## config.mk

```make
export PLATFORM = sky130hd
export DESIGN_NAME = reg_file_demux
export DESIGN_NICKNAME = d
export VERILOG_FILES = /design/src/rtl/processor_pkg.sv /design/src/rtl/reg_file_demux_decoder.sv /design/src/rtl/reg_file_demux.sv
export SDC_FILE = /design/constraint.sdc
export NUM_CORES = 1
export LEC_CHECK = 0
export ABC_AREA = 1
export CORE_AREA = 2 2 203 205
export DETAILED_ROUTE_END_ITERATION = 8
export DIE_AREA = 0 0 205 207
export PLACE_DENSITY_LB_ADDON = 0.3
export SLEW_MARGIN = 10
export SYNTH_ARGS = -nofsm -noshare
export SYNTH_HDL_FRONTEND = slang
export SYNTH_SLANG_ARGS = --single-unit
```

## constraint.sdc

```tcl
create_clock -name Clk -period 11.25 [get_ports Clk]
set_input_delay 2.8125 -clock Clk [delete_from_list [all_inputs] [get_ports Clk]]
set_output_delay 2.8125 -clock Clk [all_outputs]
set_load 0.05 [all_outputs]
```

## src/rtl/processor_pkg.sv

```systemverilog
// Shared datapath types for the register file: word and address widths
// and the clear-sequencer state encoding.
package processor_pkg;

    localparam int DATA_W = 16;
    localparam int ADDR_W = 4;

    typedef logic [15:0] word_t;
    typedef logic [3:0]  reg_addr_t;

    typedef enum logic {
        IDLE  = 1'b0,
        CLEAR = 1'b1
    } clr_state_t;

endpackage : processor_pkg

```

## src/rtl/reg_file_demux_decoder.sv

```systemverilog
// One-hot write-select decoder: turns a register index into per-register
// load enables, all low when the enable is low.
module decoder_4_to_16 #(
    parameter int ADDR_W = 4
) (
    input  logic                   i_en,
    input  logic [ADDR_W-1:0]      i_addr,
    output logic [(2**ADDR_W)-1:0] o_sel
);

    always_comb begin
        o_sel = '0;
        if (i_en) begin
            o_sel[i_addr] = 1'b1;
        end
    end

endmodule : decoder_4_to_16

```

## src/rtl/reg_file_demux.sv

```systemverilog
// 16x16 register file with a demultiplexed write port, two combinational
// read ports and a sequencer that zeroes one register per cycle on request.
module reg_file_demux
    import processor_pkg::*;
#(
    parameter int DATA_W = 16,
    parameter int ADDR_W = 4,
    parameter int DEPTH  = 16
) (
    input  logic              Clk,
    input  logic              Reset,
    input  logic              W_en,
    input  logic [ADDR_W-1:0] W_addr,
    input  logic [DATA_W-1:0] W_data,
    input  logic [ADDR_W-1:0] Ra_addr,
    input  logic [ADDR_W-1:0] Rb_addr,
    output logic [DATA_W-1:0] Ra_data,
    output logic [DATA_W-1:0] Rb_data,
    input  logic              Clr_req,
    output logic              Busy
);

    localparam logic [ADDR_W-1:0] LAST_IDX = ADDR_W'(DEPTH - 1);

    clr_state_t        r_state;
    logic [ADDR_W-1:0] r_cnt;
    logic              r_busy;
    logic [DATA_W-1:0] r_regs [DEPTH];

    logic              w_dec_en;
    logic [ADDR_W-1:0] w_dec_addr;
    logic [DATA_W-1:0] w_dec_data;
    logic [DEPTH-1:0]  w_sel;

    // While clearing, the sequencer owns the decoder and the host write is dropped.
    always_comb begin
        w_dec_en   = W_en;
        w_dec_addr = W_addr;
        w_dec_data = W_data;
        if (r_state == CLEAR) begin
            w_dec_en   = 1'b1;
            w_dec_addr = r_cnt;
            w_dec_data = '0;
        end
    end

    decoder_4_to_16 #(
        .ADDR_W (ADDR_W)
    ) u_dec (
        .i_en   (w_dec_en),
        .i_addr (w_dec_addr),
        .o_sel  (w_sel)
    );

    always_ff @(posedge Clk or posedge Reset) begin
        if (Reset) begin
            for (int i = 0; i < DEPTH; i++) begin
                r_regs[i] <= '0;
            end
        end else begin
            for (int i = 0; i < DEPTH; i++) begin
                if (w_sel[i]) begin
                    r_regs[i] <= w_dec_data;
                end
            end
        end
    end

    // Clear sequencer; Busy is registered alongside the state it mirrors.
    always_ff @(posedge Clk or posedge Reset) begin
        if (Reset) begin
            r_state <= IDLE;
            r_cnt   <= '0;
            r_busy  <= 1'b0;
        end else begin
            case (r_state)
                IDLE: begin
                    if (Clr_req) begin
                        r_state <= CLEAR;
                        r_cnt   <= '0;
                        r_busy  <= 1'b1;
                    end
                end
                CLEAR: begin
                    r_cnt <= r_cnt + 1'b1;
                    if (r_cnt == LAST_IDX) begin
                        r_state <= IDLE;
                        r_busy  <= 1'b0;
                    end
                end
                default: begin
                    r_state <= IDLE;
                    r_cnt   <= '0;
                    r_busy  <= 1'b0;
                end
            endcase
        end
    end

    assign Ra_data = r_regs[Ra_addr];
    assign Rb_data = r_regs[Rb_addr];
    assign Busy    = r_busy;

endmodule : reg_file_demux

```

==> summary.md <==
| Metric | Value |
|---|---|
| Htree depth | 1 |
| Via density per instance | 5.53 |
| Mapped Cells | 2,574 |
| Nets | 2,545 |
| Post-Syn Area | 16,300 sq um |
| DIE HEIGHT | 207 um |
| Hold Crit Depth | 2 |
| Post-synthesis mux area share | 0 |
| Total power | 4530 uW |
| Status | finished, final reports clean |
| Crit-path max cell delay | 0.86 ns |
| Pin count of the biggest net entering global routing | 138 |
| Initial antenna violation count | 0 |
| Routed Antenna Nets | 0 |
| Max_cap viols | 0 |
| Setup TNS | 0 ns |
| Register area | 6560 sq um |
| Slowest cell on the critical path | clkdlybuf4s50_1 |
| Max Clock Freq | 113 MHz |
| Post-synthesis adder-cell area fraction | 0.000766 |
| Critical path class | primary input to output pin |
| Max_slew headroom | 0.237 |
| Power Density | 251 nW/um^2 |
| Vias in the first global route | 16,000 |
| Top post-synthesis cells by area | dfrtp_1, nand2_1, nand3_1, inv_1, buf_2 |
| Worst-Skew Late Latency | 0.58 ns |
| DIE WIDTH | 205 um |
| Hold Crit Start | r_regs[158] |
| Postcts setup bufs | 0 |
| Syn nets | 2,607 |
| Max Slew Vio Count | 0 |
| Area grow syn2layout | 10.7% |
| CTS tree | built |
| DP HPWL | 33.0 mm |
| Critical Path Source | Rb_addr[0] |
| Yosys warning count | 0 |
| Starting Density | 0.405 |
| 1st-iter DRT viols | 2,074 |
| Cell with the most instances on the worst path | nand3_1 |
| Clk_skew | 0.0117 ns |
| Synth Area in Compound Gates | 0.00284 |
| Largest family of logic cells by synthesized area | simple AND/OR/NAND/NOR gates |
| Setup violators final | 0 |
| Simple-Gate Fraction of Synth Area | 0.474 |
| Core Box Area | 40,400 sq um |
| WHS | 0.471 ns |
| IO Port Bufs | 64 |
| GRT Total Usage | 0.271 |
| Post-synth top area cell | dfrtp_1 |
| Total iterations of the first detailed-routing run | 6 |
| Hold Vio Cnt, Final | 0 |
| Crit path max fanout | 76 |
| Reg2Reg Launch Point | r_state |
| RSZ-0062 raised after global routing | false |
| CP bufs+invs | 4 |
| Syn avg cell area | 6.34 sq um |
| DRT Wirelength | 57.8 mm |
| Clock tree buffer depth | 3 |
| Clock Sinks | 262 |
| CTS clock-pin slew for the worst setup and hold paths | 0.06 ns |
| CP delay by family, top | buffers and inverters |
| Grt ovf | 0 |
| Clock Tree Root | clkbuf_16 |
| Worst Hold Class | register to register |
| Num ports | 65 |
| Multi-input logic area | 7850 sq um |
| Hold_buf cts | 0 |
| Layout cells sized above 1 | 0.0458 |
| Worst-path cell chain | buf_4, inv_4, buf_4, nand2_1, nand3_1, nand3_1, nand3_1, nand2_1, clkdlybuf4s50_1 |
| FILL cells | 4,192 |
| Seq/Total Area, Yosys | 0.402 |
| Share of the synthesized area in the top cell type | 0.402 |
| Site Rows | 74 |
| Synth cell types | 18 |
| Flops & latches, synth | 262 |
| Worst EP required | 8.44 ns |
| Post-route minimum period | 8.85 ns |
| Leakage | 0.0100 uW |
| Number of gates resized after cts | 0 |
| Routed length per instance | 18.8 um |
| Reg2reg path depth | 8 |
| Type of origin of the critical path | primary input |
| WP data arrival | 6.04 ns |
| Diode count | 0 |
| Worst Setup End Kind | output pin |
| Core Util, Final | 0.448 |
| First-pass GRT wire length | 91.0 mm |
| Stages on the worst setup path | 9 |
| Fin crit share | 0.787 |
| Drc violations | 0 |
| Max VDD drop | 0.000281 V |
| GP Congestion | 0.884 |
| Post-Synth XOR/XNOR Area | 0 |
| Die area | 42,400 sq um |
| Detailed-route via count | 17,000 |
| Slew of the pin with the lowest slew margin | 1.14 ns |
| Total CTS buffers | 30 |
-- synthesized netlist by cell type --
library cell and n:
nand2_1 1090, nand3_1 706, inv_1 284, dfrtp_1 262, clkbuf_1 83, buf_2 64, buf_1 24, buf_4 22
nor2_1 19, nor2_2 6, inv_2 4, o21ai_0 3, o21ai_2 2, a22oi_1 1, a31oi_1 1, ha_1 1
nand4_1 1, or2_2 1
-- layer usage --
layer / vias up / GRT usage / wire [um]
met5: - / 0 / 0
met4: 0 / 0.114 / 2380
met3: 179 / 0.0368 / 5760
met2: 989 / 0.417 / 25600
met1: 7901 / 0.383 / 24000
li1: 7904 / - / -
-- cells in the final DEF (no fill, tap or decap) --
master / netlist / routed
nand2_1: 1090 / 1090
nand3_1: 706 / 706
inv_1: 284 / 279
dfrtp_1: 262 / 262
clkdlybuf4s50_1: 0 / 58
buf_4: 22 / 37
clkbuf_16: 0 / 31
nor2_1: 19 / 13
clkinv_2: 0 / 9
clkbuf_8: 0 / 7
inv_2: 4 / 6
nor2_4: 0 / 6
nor2_2: 6 / 6
clkbuf_1: 83 / 4
buf_2: 64 / 4
o21ai_0: 3 / 3
bufinv_16: 0 / 3
inv_4: 0 / 2
o21ai_2: 2 / 2
inv_8: 0 / 1
nand4_1: 1 / 1
a22oi_1: 1 / 1
a31oi_1: 1 / 1
or2_2: 1 / 1
ha_1: 1 / 1
clkinvlp_4: 0 / 1
-- sequential cells by signal (all words and copies together), names as in the netlist --
register	cells
Busy	1
r_state	1
r_regs	256
r_cnt	4
-- metrics by stage --
stage / area (sq um) / worst slack, ns / instances
finish: 18100 / 2.40 / 3067
global route: 18100 / 2.29 / 3067
CTS: 18100 / 2.49 / 3067
detailed placement: 17000 / 2.50 / 3012
global placement: 17000 / 2.50 / 3012
floorplan: 16300 / 1.23 / 2574
-- report_power, final --
group	total [uW]	switching [uW]	internal [uW]
clock	1030	415	614
sequential	1480	203	1280
combinational	2020	1540	472
total	4530	2160	2370
-- area by class of cell --
class                      instances  share of cell area
multi-input combinational       1831               0.434
sequential                       262               0.363
inverter                         288              0.0605
clock buffer                      42              0.0491
timing repair buffer              99              0.0486
tap                              532              0.0368
clock inverter                    13             0.00789
-- worst register-to-register path, stage by stage, from the launching register on --
cell and delay, ns:
dfrtp_1 0.97, nand2_1 0.18, o21ai_2 0.19, inv_2 0.12, nor2_4 0.71, buf_4 0.66, nand2_1 0.78, nand2_1 0.25
nand2_1 0.07
-- cells by family after synthesis --
family,count (synthesis)
adder cells (fa/ha/maj),1
buffers and inverters,481
AO/OA/AOI/OAI,7
flip-flops,262
AND/OR/NAND/NOR,1823
-- worst paths after layout --
check / to / slack (ns)
min in group asynchronous: r_regs[213] / 2.90
hold / removal: r_regs[158] / 0.47
setup reg to reg: r_regs[119] / 7.21
max in group asynchronous: r_regs[226] / 6.72
setup / recovery: Rb_data[6] / 2.40
hold reg to reg: r_regs[158] / 0.47
Power figures use the tool's default switching activity.
